**src/rtl/fp_addsub_seq.sv**
```systemverilog
`default_nettype none
// ============================================================================
// Module      : fp_addsub_seq
// Description : Parametrised multi-cycle floating-point add/subtract unit
//               with start/busy/done handshake, round-to-nearest-even using
//               guard/round/sticky bits, special-value bypass and status flags.
// Revision    : 1.0 - initial release
// ============================================================================
module fp_addsub_seq #(
    parameter int EXP_W = 8,
    parameter int MAN_W = 23
) (
    input  logic                   clk,
    input  logic                   rst,
    input  logic                   start,
    input  logic                   op,
    input  logic [EXP_W+MAN_W:0]   a,
    input  logic [EXP_W+MAN_W:0]   b,
    output logic                   busy,
    output logic                   done,
    output logic [EXP_W+MAN_W:0]   res,
    output logic                   invalid,
    output logic                   overflow,
    output logic                   underflow,
    output logic                   inexact
);

    localparam int c_W = 1 + EXP_W + MAN_W;
    // Extended mantissa: hidden bit, fraction, guard, round, sticky
    localparam int c_M = MAN_W + 4;
    localparam logic [EXP_W-1:0] c_EMAX = {EXP_W{1'b1}};
    localparam logic [c_W-1:0]   c_QNAN = {1'b0, c_EMAX, 1'b1, {(MAN_W-1){1'b0}}};

    localparam logic [2:0] c_IDLE   = 3'd0;
    localparam logic [2:0] c_UNPACK = 3'd1;
    localparam logic [2:0] c_ALIGN  = 3'd2;
    localparam logic [2:0] c_ADD    = 3'd3;
    localparam logic [2:0] c_NORM   = 3'd4;
    localparam logic [2:0] c_ROUND  = 3'd5;
    localparam logic [2:0] c_DONE   = 3'd6;

    logic [2:0]     r_state;
    logic [c_W-1:0] r_a;
    logic [c_W-1:0] r_b;
    logic           r_op;
    logic           r_sx;
    logic           r_sub;
    logic [EXP_W:0] r_ex;
    logic [c_M-1:0] r_mx;
    logic [c_M-1:0] r_my;

    // Operand fields; b carries its effective sign (sign flipped for subtract)
    logic             w_sa;
    logic             w_sb;
    logic [EXP_W-1:0] w_ea;
    logic [EXP_W-1:0] w_eb;
    logic [MAN_W-1:0] w_fa;
    logic [MAN_W-1:0] w_fb;
    logic             w_a_zero;
    logic             w_b_zero;
    logic             w_a_inf;
    logic             w_b_inf;
    logic             w_a_nan;
    logic             w_b_nan;

    assign w_sa     = r_a[c_W-1];
    assign w_sb     = r_b[c_W-1] ^ r_op;
    assign w_ea     = r_a[c_W-2:MAN_W];
    assign w_eb     = r_b[c_W-2:MAN_W];
    assign w_fa     = r_a[MAN_W-1:0];
    assign w_fb     = r_b[MAN_W-1:0];
    assign w_a_zero = (w_ea == '0);
    assign w_b_zero = (w_eb == '0);
    assign w_a_inf  = (w_ea == c_EMAX) && (w_fa == '0);
    assign w_b_inf  = (w_eb == c_EMAX) && (w_fb == '0);
    assign w_a_nan  = (w_ea == c_EMAX) && (w_fa != '0);
    assign w_b_nan  = (w_eb == c_EMAX) && (w_fb != '0);

    logic           w_sp_hit;
    logic           w_sp_inv;
    logic [c_W-1:0] w_sp_res;

    // Special-value classification; a hit skips the arithmetic pipeline
    always_comb begin
        w_sp_hit = 1'b1;
        w_sp_inv = 1'b0;
        w_sp_res = c_QNAN;
        if (w_a_nan || w_b_nan) begin
            w_sp_inv = 1'b1;
        end else if (w_a_inf && w_b_inf) begin
            if (w_sa != w_sb) begin
                w_sp_inv = 1'b1;
            end else begin
                w_sp_res = {w_sa, c_EMAX, {MAN_W{1'b0}}};
            end
        end else if (w_a_inf) begin
            w_sp_res = {w_sa, c_EMAX, {MAN_W{1'b0}}};
        end else if (w_b_inf) begin
            w_sp_res = {w_sb, c_EMAX, {MAN_W{1'b0}}};
        end else if (w_a_zero && w_b_zero) begin
            w_sp_res = {w_sa & w_sb, {(c_W-1){1'b0}}};
        end else if (w_a_zero) begin
            w_sp_res = {w_sb, r_b[c_W-2:0]};
        end else if (w_b_zero) begin
            w_sp_res = r_a;
        end else begin
            w_sp_hit = 1'b0;
        end
    end

    // Alignment: X is the larger magnitude, Y is shifted right with sticky
    logic             w_a_ge;
    logic [EXP_W-1:0] w_ex;
    logic [EXP_W-1:0] w_ey;
    logic [MAN_W-1:0] w_fx;
    logic [MAN_W-1:0] w_fy;
    logic [EXP_W-1:0] w_d;
    logic [c_M-1:0]   w_my_full;
    logic [c_M-1:0]   w_my_shift;
    logic             w_lost;

    assign w_a_ge     = (r_a[c_W-2:0] >= r_b[c_W-2:0]);
    assign w_ex       = w_a_ge ? w_ea : w_eb;
    assign w_ey       = w_a_ge ? w_eb : w_ea;
    assign w_fx       = w_a_ge ? w_fa : w_fb;
    assign w_fy       = w_a_ge ? w_fb : w_fa;
    assign w_d        = w_ex - w_ey;
    assign w_my_full  = {1'b1, w_fy, 3'b000};
    // Shifts of c_M or more leave nothing but the sticky bit
    assign w_my_shift = w_my_full >> w_d;
    assign w_lost     = |(w_my_full & ~({c_M{1'b1}} << w_d));

    // Magnitude add/subtract with one extra carry bit
    logic [c_M:0] w_sum;
    assign w_sum = r_sub ? ({1'b0, r_mx} - {1'b0, r_my})
                         : ({1'b0, r_mx} + {1'b0, r_my});

    // Round to nearest, ties to even, on the normalised mantissa
    logic             w_inc;
    logic [MAN_W+1:0] w_rnd;
    logic [EXP_W:0]   w_rexp;
    logic [MAN_W-1:0] w_rfrac;
    logic             w_rovf;

    assign w_inc   = r_mx[2] & (r_mx[1] | r_mx[0] | r_mx[3]);
    assign w_rnd   = {1'b0, r_mx[c_M-1:3]} + {{(MAN_W+1){1'b0}}, w_inc};
    assign w_rexp  = r_ex + {{EXP_W{1'b0}}, w_rnd[MAN_W+1]};
    assign w_rfrac = w_rnd[MAN_W+1] ? w_rnd[MAN_W:1] : w_rnd[MAN_W-1:0];
    assign w_rovf  = (w_rexp >= {1'b0, c_EMAX});

    // Control FSM and datapath registers; outputs update only on entry to DONE
    always_ff @(posedge clk) begin
        if (rst) begin
            r_state   <= c_IDLE;
            r_a       <= '0;
            r_b       <= '0;
            r_op      <= 1'b0;
            r_sx      <= 1'b0;
            r_sub     <= 1'b0;
            r_ex      <= '0;
            r_mx      <= '0;
            r_my      <= '0;
            busy      <= 1'b0;
            done      <= 1'b0;
            res       <= '0;
            invalid   <= 1'b0;
            overflow  <= 1'b0;
            underflow <= 1'b0;
            inexact   <= 1'b0;
        end else begin
            done <= 1'b0;
            case (r_state)
                c_IDLE: begin
                    if (start) begin
                        r_a     <= a;
                        r_b     <= b;
                        r_op    <= op;
                        busy    <= 1'b1;
                        r_state <= c_UNPACK;
                    end
                end
                c_UNPACK: begin
                    if (w_sp_hit) begin
                        res       <= w_sp_res;
                        invalid   <= w_sp_inv;
                        overflow  <= 1'b0;
                        underflow <= 1'b0;
                        inexact   <= 1'b0;
                        done      <= 1'b1;
                        r_state   <= c_DONE;
                    end else begin
                        r_state <= c_ALIGN;
                    end
                end
                c_ALIGN: begin
                    r_sx    <= w_a_ge ? w_sa : w_sb;
                    r_sub   <= w_sa ^ w_sb;
                    r_ex    <= {1'b0, w_ex};
                    r_mx    <= {1'b1, w_fx, 3'b000};
                    r_my    <= {w_my_shift[c_M-1:1], w_my_shift[0] | w_lost};
                    r_state <= c_ADD;
                end
                c_ADD: begin
                    // Carry and already-normalised sums skip the NORM loop
                    if (w_sum[c_M]) begin
                        r_mx    <= {w_sum[c_M:2], w_sum[1] | w_sum[0]};
                        r_ex    <= r_ex + 1'b1;
                        r_state <= c_ROUND;
                    end else if (w_sum == '0) begin
                        r_mx    <= '0;
                        r_ex    <= '0;
                        r_sx    <= 1'b0;
                        r_state <= c_ROUND;
                    end else begin
                        r_mx    <= w_sum[c_M-1:0];
                        r_state <= w_sum[c_M-1] ? c_ROUND : c_NORM;
                    end
                end
                c_NORM: begin
                    // One left shift per cycle; exponent would hit zero -> flush
                    if (r_ex[EXP_W:1] == '0) begin
                        res       <= {r_sx, {(c_W-1){1'b0}}};
                        invalid   <= 1'b0;
                        overflow  <= 1'b0;
                        underflow <= 1'b1;
                        inexact   <= 1'b1;
                        done      <= 1'b1;
                        r_state   <= c_DONE;
                    end else begin
                        r_mx <= r_mx << 1;
                        r_ex <= r_ex - 1'b1;
                        if (r_mx[c_M-2]) begin
                            r_state <= c_ROUND;
                        end
                    end
                end
                c_ROUND: begin
                    invalid   <= 1'b0;
                    underflow <= 1'b0;
                    done      <= 1'b1;
                    r_state   <= c_DONE;
                    if (!r_mx[c_M-1]) begin
                        res      <= '0;
                        overflow <= 1'b0;
                        inexact  <= 1'b0;
                    end else if (w_rovf) begin
                        res      <= {r_sx, c_EMAX, {MAN_W{1'b0}}};
                        overflow <= 1'b1;
                        inexact  <= 1'b1;
                    end else begin
                        res      <= {r_sx, w_rexp[EXP_W-1:0], w_rfrac};
                        overflow <= 1'b0;
                        inexact  <= |r_mx[2:0];
                    end
                end
                c_DONE: begin
                    busy    <= 1'b0;
                    r_state <= c_IDLE;
                end
                default: begin
                    busy    <= 1'b0;
                    r_state <= c_IDLE;
                end
            endcase
        end
    end

endmodule
`default_nettype wire

```
**config.mk**
```make
export PLATFORM = sky130hd
export DESIGN_NAME = fp_addsub_seq
export DESIGN_NICKNAME = d
export VERILOG_FILES = /design/src/rtl/fp_addsub_seq.sv
export SDC_FILE = /design/constraint.sdc
export NUM_CORES = 1
export LEC_CHECK = 0
export CORE_UTILIZATION = 55
export DETAILED_ROUTE_END_ITERATION = 12
export HOLD_SLACK_MARGIN = 0.08
export PLACE_DENSITY = 0.76
export SYNTH_ARGS = -nofsm -noshare
export SYNTH_HDL_FRONTEND = slang
export SYNTH_SLANG_ARGS = --single-unit
```
**constraint.sdc**
```tcl
create_clock -name clk -period 14.2 [get_ports clk]
set_input_delay 2.84 -clock clk [delete_from_list [all_inputs] [get_ports clk]]
set_output_delay 2.84 -clock clk [all_outputs]
set_load 0.005 [all_outputs]
```
==> results of run 1 <==
[worst max path at each step]
stage	start	endpoint	cells past startpoint
4_1_cts	r_my[2]$_SDFFE_PP0P_	r_ex[0]$_SDFFE_PP0P_	20
3_3_place_gp	r_b[23]$_SDFFE_PP0P_	r_my[0]$_SDFFE_PP0P_	15
6_report	r_my[2]$_SDFFE_PP0P_	r_ex[0]$_SDFFE_PP0P_	20
5_1_grt	r_my[2]$_SDFFE_PP0P_	r_ex[0]$_SDFFE_PP0P_	20
2_1_floorplan	r_my[2]$_SDFFE_PP0P_	r_ex[7]$_SDFFE_PP0P_	22
3_5_place_dp	r_my[2]$_SDFFE_PP0P_	r_ex[0]$_SDFFE_PP0P_	20
[per-layer routing]
| layer | share of wire | vias to the layer above |
|---|---|---|
| li1 | - | 6904 |
| met1 | 0.43 | 7176 |
| met2 | 0.45 | 777 |
| met3 | 0.096 | 79 |
| met4 | 0.022 | 0 |
| met5 | 0 | - |
[cell type report]
class,count,share of cell area
Inverter,63,0.0151
Sequential cell,171,0.218
Multi-Input combinational cell,1511,0.628
Tap cell,330,0.0263
Clock inverter,13,0.00694
Timing Repair Buffer,126,0.0769
Clock buffer,19,0.0282
[flip-flops by register name, indices dropped and copies added, names as in the netlist, 3 cells and up]
register,flops
r_ex,9
r_my,27
r_mx,27
r_a,32
r_b,32
res,32
r_state,3
[worst reg2reg max path, cell delays in order, from the launching register on]
cell and delay (ps):
dfxtp_1 370, nor3_2 250, nand2_1 150, nor4b_1 800, nand2_1 100, nor2_1 320
a21oi_1 140, xnor2_1 140, ha_1 390, a21oi_1 240, o21ai_0 140, a21o_1 190
a21oi_1 140, nor2_1 50, o21a_1 190, o211a_1 280, nor3_1 520, o31a_1 860
nor2_1 110, a21oi_2 440, mux2_2 390
[synthesized netlist by cell type (29+ instances only)]
library cell and number:
nand2_1 247, nor2_1 201, a21oi_1 180, dfxtp_1 171
clkbuf_1 97, o21ai_0 88, mux2i_1 78, ha_1 66
inv_1 61, nor3_1 59, nand3_1 55, xnor2_1 49
a221oi_1 36, o22ai_1 29
[stage by stage]
step                      area [um^2]  utilization  std cells
after floorplan                 14000            -       1872
after global placement          15100        0.603       2201
after detailed placement        15100        0.603       2201
after CTS                       15700        0.625       2233
after global routing            15700        0.625       2233
final                           15700        0.625       2233
[logic make-up (layout without fill, tap and decap cells)]
group,after synthesis,after routing
and+or+nand+nor,710,710
AOI/OAI and AO/OA,536,536
DFF,171,171
xor gates and xnor gates,72,72
muxes,125,125
adders and majority gates,68,68
buffers and inverters,190,221
==> flow_summary.json, run 1 <==
{
  "use_met2": 0.592,
  "synth-main-ff-cell": "dfxtp_1",
  "synth_top_family_by_area": "compound AO/OA/AOI/OAI gates",
  "final_cell_mix": "nand2_1 (247), nor2_1 (201), a21oi_1 (179)",
  "min_period_ps": 6290,
  "antenna_left": 0,
  "syn_nets": 2007,
  "gp_congestion": 0.951,
  "synth_xor_area_frac": 0.0450,
  "layout_commonest_cell": "nand2_1",
  "cpMaxStageDelayCell": "o31a_1",
  "vias": 14900,
  "synth-compound-area-share": 0.250,
  "cts_hold_buf": 0,
  "dieArea_um2": 26100,
  "crit_family": "compound AO/OA/AOI/OAI gates",
  "multiInputGateArea_um2": 9860,
  "yosys_register_bits": 171,
  "htree_levels": 4,
  "grt_usage": 0.378,
  "seq_area_frac_synth": 0.244,
  "rsz0062_at_grt": "false",
  "grt_pass1_wl_um": 77000,
  "synth-edff-count": 0,
  "fmax_ghz": 0.159,
  "postCtsSetupBuffers": 0,
  "whs_ps": 470,
  "wl_per_cell_um": 22.3,
  "arrival_ps": 6630,
  "setup_viol": 0,
  "portBuffers": 105,
  "seqCellArea_um2": 3420,
  "use_met1": 0.534,
  "drtIter0Drc": 1740,
  "synth.area.mux_share": 0.111,
  "cp_data_required_time_ps": 14530,
  "post-route-period-util": 0.443,
  "hold_end": "r_b[31]$_SDFFE_PP0P_",
  "slew-limit-headroom": 0.266,
  "insertion_delay_ps": 440,
  "crit_fanout": 23,
  "syn2layout_area_growth_pct": 12.0,
  "hpwl_um": 37300,
  "cts_buffer_depth": 2,
  "syn_avg_cell_area_um2": 7.49,
  "synth_cells": 1872,
  "path_class": "register to register",
  "yosysWarnings": 0,
  "cts.sinks": 171,
  "fp-row-count": 58,
  "holdPathStages": 2,
  "numCtsBuffers": 17,
  "start_util": 0.558,
  "drv_slew": 0,
  "clk_pin_slew_ps": 80,
  "synthAdderAreaFrac": 0.0611,
  "synth_cell_types": 86,
  "finalWorstSetupSlack_ps": 7910,
  "cp-end-kind": "register",
  "critPathBufInv": 0,
  "gr-max-usage-layer": "met2",
  "first_pass_iters": 5,
  "drive_above_1_share": 0.0678,
  "status": "complete, no violations",
  "first_global_vias": 13500,
  "setup_tns_ps": 0,
  "drt_wl_total_um": 49800,
  "yosys.area.top_type": "dfxtp_1",
  "regToRegStartpoint": "r_my[2]$_SDFFE_PP0P_",
  "core_um2": 25100,
  "synth_area_um2": 14000,
  "cp_slowest_stage_delay_ps": 860,
  "tightest_slew_ps": 1090,
  "hold_viol": 0,
  "via_per_inst": 6.69,
  "antenna_found_initial": 0,
  "num_io_pins": 106,
  "synth-simple-area-share": 0.234,
  "hold_class": "register to register",
  "finClkSkew_ps": 13.0,
  "die_h_um": 162,
  "diodes": 0,
  "cts_root_buffer": "clkbuf_16",
  "cts_resized": 0,
  "critical_path.reg2reg.endpoint": "r_ex[0]$_SDFFE_PP0P_",
  "drcViolationCount": 0,
  "fill_cells": 2372,
  "use_met3": 0.0647,
  "pre_cts_ws_ps": 8020,
  "drv_cap": 0,
  "overflow": 0,
  "grt_max_degree": 77,
  "nets": 2025,
  "crit_chain": "nor3_2 > nand2_1 > nor4b_1 > nand2_1 > nor2_1 > a21oi_1 > xnor2_1 > ha_1 > a21oi_1 > o21ai_0 > a21o_1 > a21oi_1 > nor2_1 > o21a_1 > o211a_1 > nor3_1 > o31a_1 > nor2_1 > a21oi_2 > mux2_2",
  "die_w_um": 162,
  "cts_tree": "done",
  "synth_top_area_frac": 0.244,
  "reg2reg_depth": 20,
  "synthArstFlopShare": 0,
  "reg2reg_slack_ps": 7910,
  "startpoint_type": "register",
  "min_from": "r_b[31]$_SDFFE_PP0P_",
  "synthTopCellsByArea": "dfxtp_1 (24%), nand2_1 (6.6%), a21oi_1 (6.4%)"
}
Power of run 1 is not shown: default switching activity piles up to over one toggle a cycle in this logic, so the estimate is an artifact.
==> run 2: changes to the inputs <==
==> constraint.sdc (replaced) <==
create_clock -name clk -period 5.85 [get_ports clk]
set_input_delay 1.17 -clock clk [delete_from_list [all_inputs] [get_ports clk]]
set_output_delay 1.17 -clock clk [all_outputs]
set_load 0.005 [all_outputs]
==> flow_summary.json, run 2 (same netlist as run 1, synthesis figures left out) <==
{
  "syn2layout_area_growth_pct": 12.7,
  "cp-end-kind": "register",
  "cts_hold_buf": 0,
  "overflow": 0,
  "die_w_um": 162,
  "hold_viol": 0,
  "rsz0062_at_grt": "false",
  "finClkSkew_ps": 14.1,
  "portBuffers": 105,
  "postCtsSetupBuffers": 0,
  "antenna_left": 0,
  "drv_slew": 0,
  "min_period_ps": 5430,
  "dieArea_um2": 26100,
  "arrival_ps": 5830,
  "grt_max_degree": 79,
  "final_cell_mix": "nand2_1 (247), nor2_1 (201), a21oi_1 (179)",
  "htree_levels": 4,
  "reg2reg_slack_ps": 420,
  "drcViolationCount": 0,
  "cts_root_buffer": "clkbuf_16",
  "die_h_um": 162,
  "cts_tree": "done",
  "path_class": "register to register",
  "clk_pin_slew_ps": 80,
  "layout_commonest_cell": "nand2_1",
  "cts_buffer_depth": 2,
  "startpoint_type": "register",
  "status": "complete, no violations",
  "via_per_inst": 6.65,
  "drtIter0Drc": 1900,
  "cts.sinks": 171,
  "fp-row-count": 58,
  "tightest_slew_ps": 1080,
  "hold_class": "register to register",
  "first_global_vias": 13500,
  "cp_data_required_time_ps": 6250,
  "post-route-period-util": 0.928,
  "slew-limit-headroom": 0.276,
  "drive_above_1_share": 0.0727,
  "insertion_delay_ps": 450,
  "setup_tns_ps": 0,
  "critPathLaunch": "r_my[2]$_SDFFE_PP0P_",
  "wl_per_cell_um": 21.5,
  "fmax_ghz": 0.184,
  "grt_usage": 0.369,
  "fill_cells": 2315,
  "drv_cap": 0,
  "diodes": 0,
  "setup_viol": 0,
  "reg2reg_depth": 21,
  "numCtsBuffers": 17,
  "vias": 14900,
  "largest_registers": "r_a: 32 flops, r_b: 32 flops, res: 32 flops",
  "regToRegStartpoint": "r_my[2]$_SDFFE_PP0P_",
  "gp_congestion": 1.05,
  "holdPathStages": 2,
  "nets": 2034,
  "num_io_pins": 106,
  "grt_pass1_wl_um": 75200,
  "hpwl_um": 36400,
  "cts_resized": 0,
  "start_util": 0.558,
  "first_pass_iters": 6,
  "crit_fanout": 16,
  "min_from": "underflow$_SDFFE_PP0P_",
  "hold_end": "underflow$_SDFFE_PP0P_",
  "core_um2": 25100,
  "critical_path.reg2reg.endpoint": "r_sx$_SDFFE_PP0P_",
  "drt_wl_total_um": 48200,
  "antenna_found_initial": 1
}
[run 2: per-layer routing]
layer	track usage	wire length (um)
met4	0.178	2380
met5	0	0
met2	0.560	20900
met1	0.504	20100
met3	0.0652	4810
[run 2: critical path, cell delays in order, from the launching register on]
cell     delay [ps]
dfxtp_1         360
nor3_2          260
nand2_1         160
nor4b_1         340
buf_4           190
nand2_1          50
nor2_1          210
a21oi_1         130
xnor2_1         220
ha_1            360
a21oi_1         260
o21ai_0         170
a21o_1          200
a21oi_1         140
nor2_1           50
o21a_1          180
o211a_1         270
nor3_1          530
or3_1           560
nand2_1         250
nor4b_1         340
o32a_1          190
[run 2: metrics by stage]
stage / util / instance area [um^2] / worst slack (ps) / std cells / hold slack [ps]
2_1_floorplan: - / 14000 / 937 / 1872 / 448
3_5_place_dp: 0.606 / 15200 / 512 / 2210 / 474
4_1_cts: 0.629 / 15800 / 518 / 2242 / 485
5_1_grt: 0.629 / 15800 / 71.3 / 2242 / 503
3_3_place_gp: 0.606 / 15200 / 690 / 2210 / 457
6_report: 0.629 / 15800 / 420 / 2242 / 489
[run 2: worst max path at each step]
| stage | slack [ps] | to |
|---|---|---|
| finish | 420 | r_sx$_SDFFE_PP0P_ |
| global route | 70 | r_sx$_SDFFE_PP0P_ |
| CTS | 520 | r_ex[8]$_SDFFE_PP0P_ |
| detailed placement | 510 | r_ex[8]$_SDFFE_PP0P_ |
| global placement | 690 | r_ex[0]$_SDFFE_PP0P_ |
| floorplan | 940 | r_ex[7]$_SDFFE_PP0P_ |
[run 2: area by class of cell]
| cell class | count | area [um^2] | area share |
|---|---|---|---|
| inverter | 63 | 236 | 0.0150 |
| clock buffer | 18 | 439 | 0.0278 |
| sequential | 171 | 3420 | 0.217 |
| multi-input combinational | 1511 | 9860 | 0.624 |
| clock inverter | 14 | 150 | 0.00951 |
| timing repair buffer | 135 | 1270 | 0.0806 |
| tap | 330 | 413 | 0.0261 |
Power of run 2 is left out for the same reason.
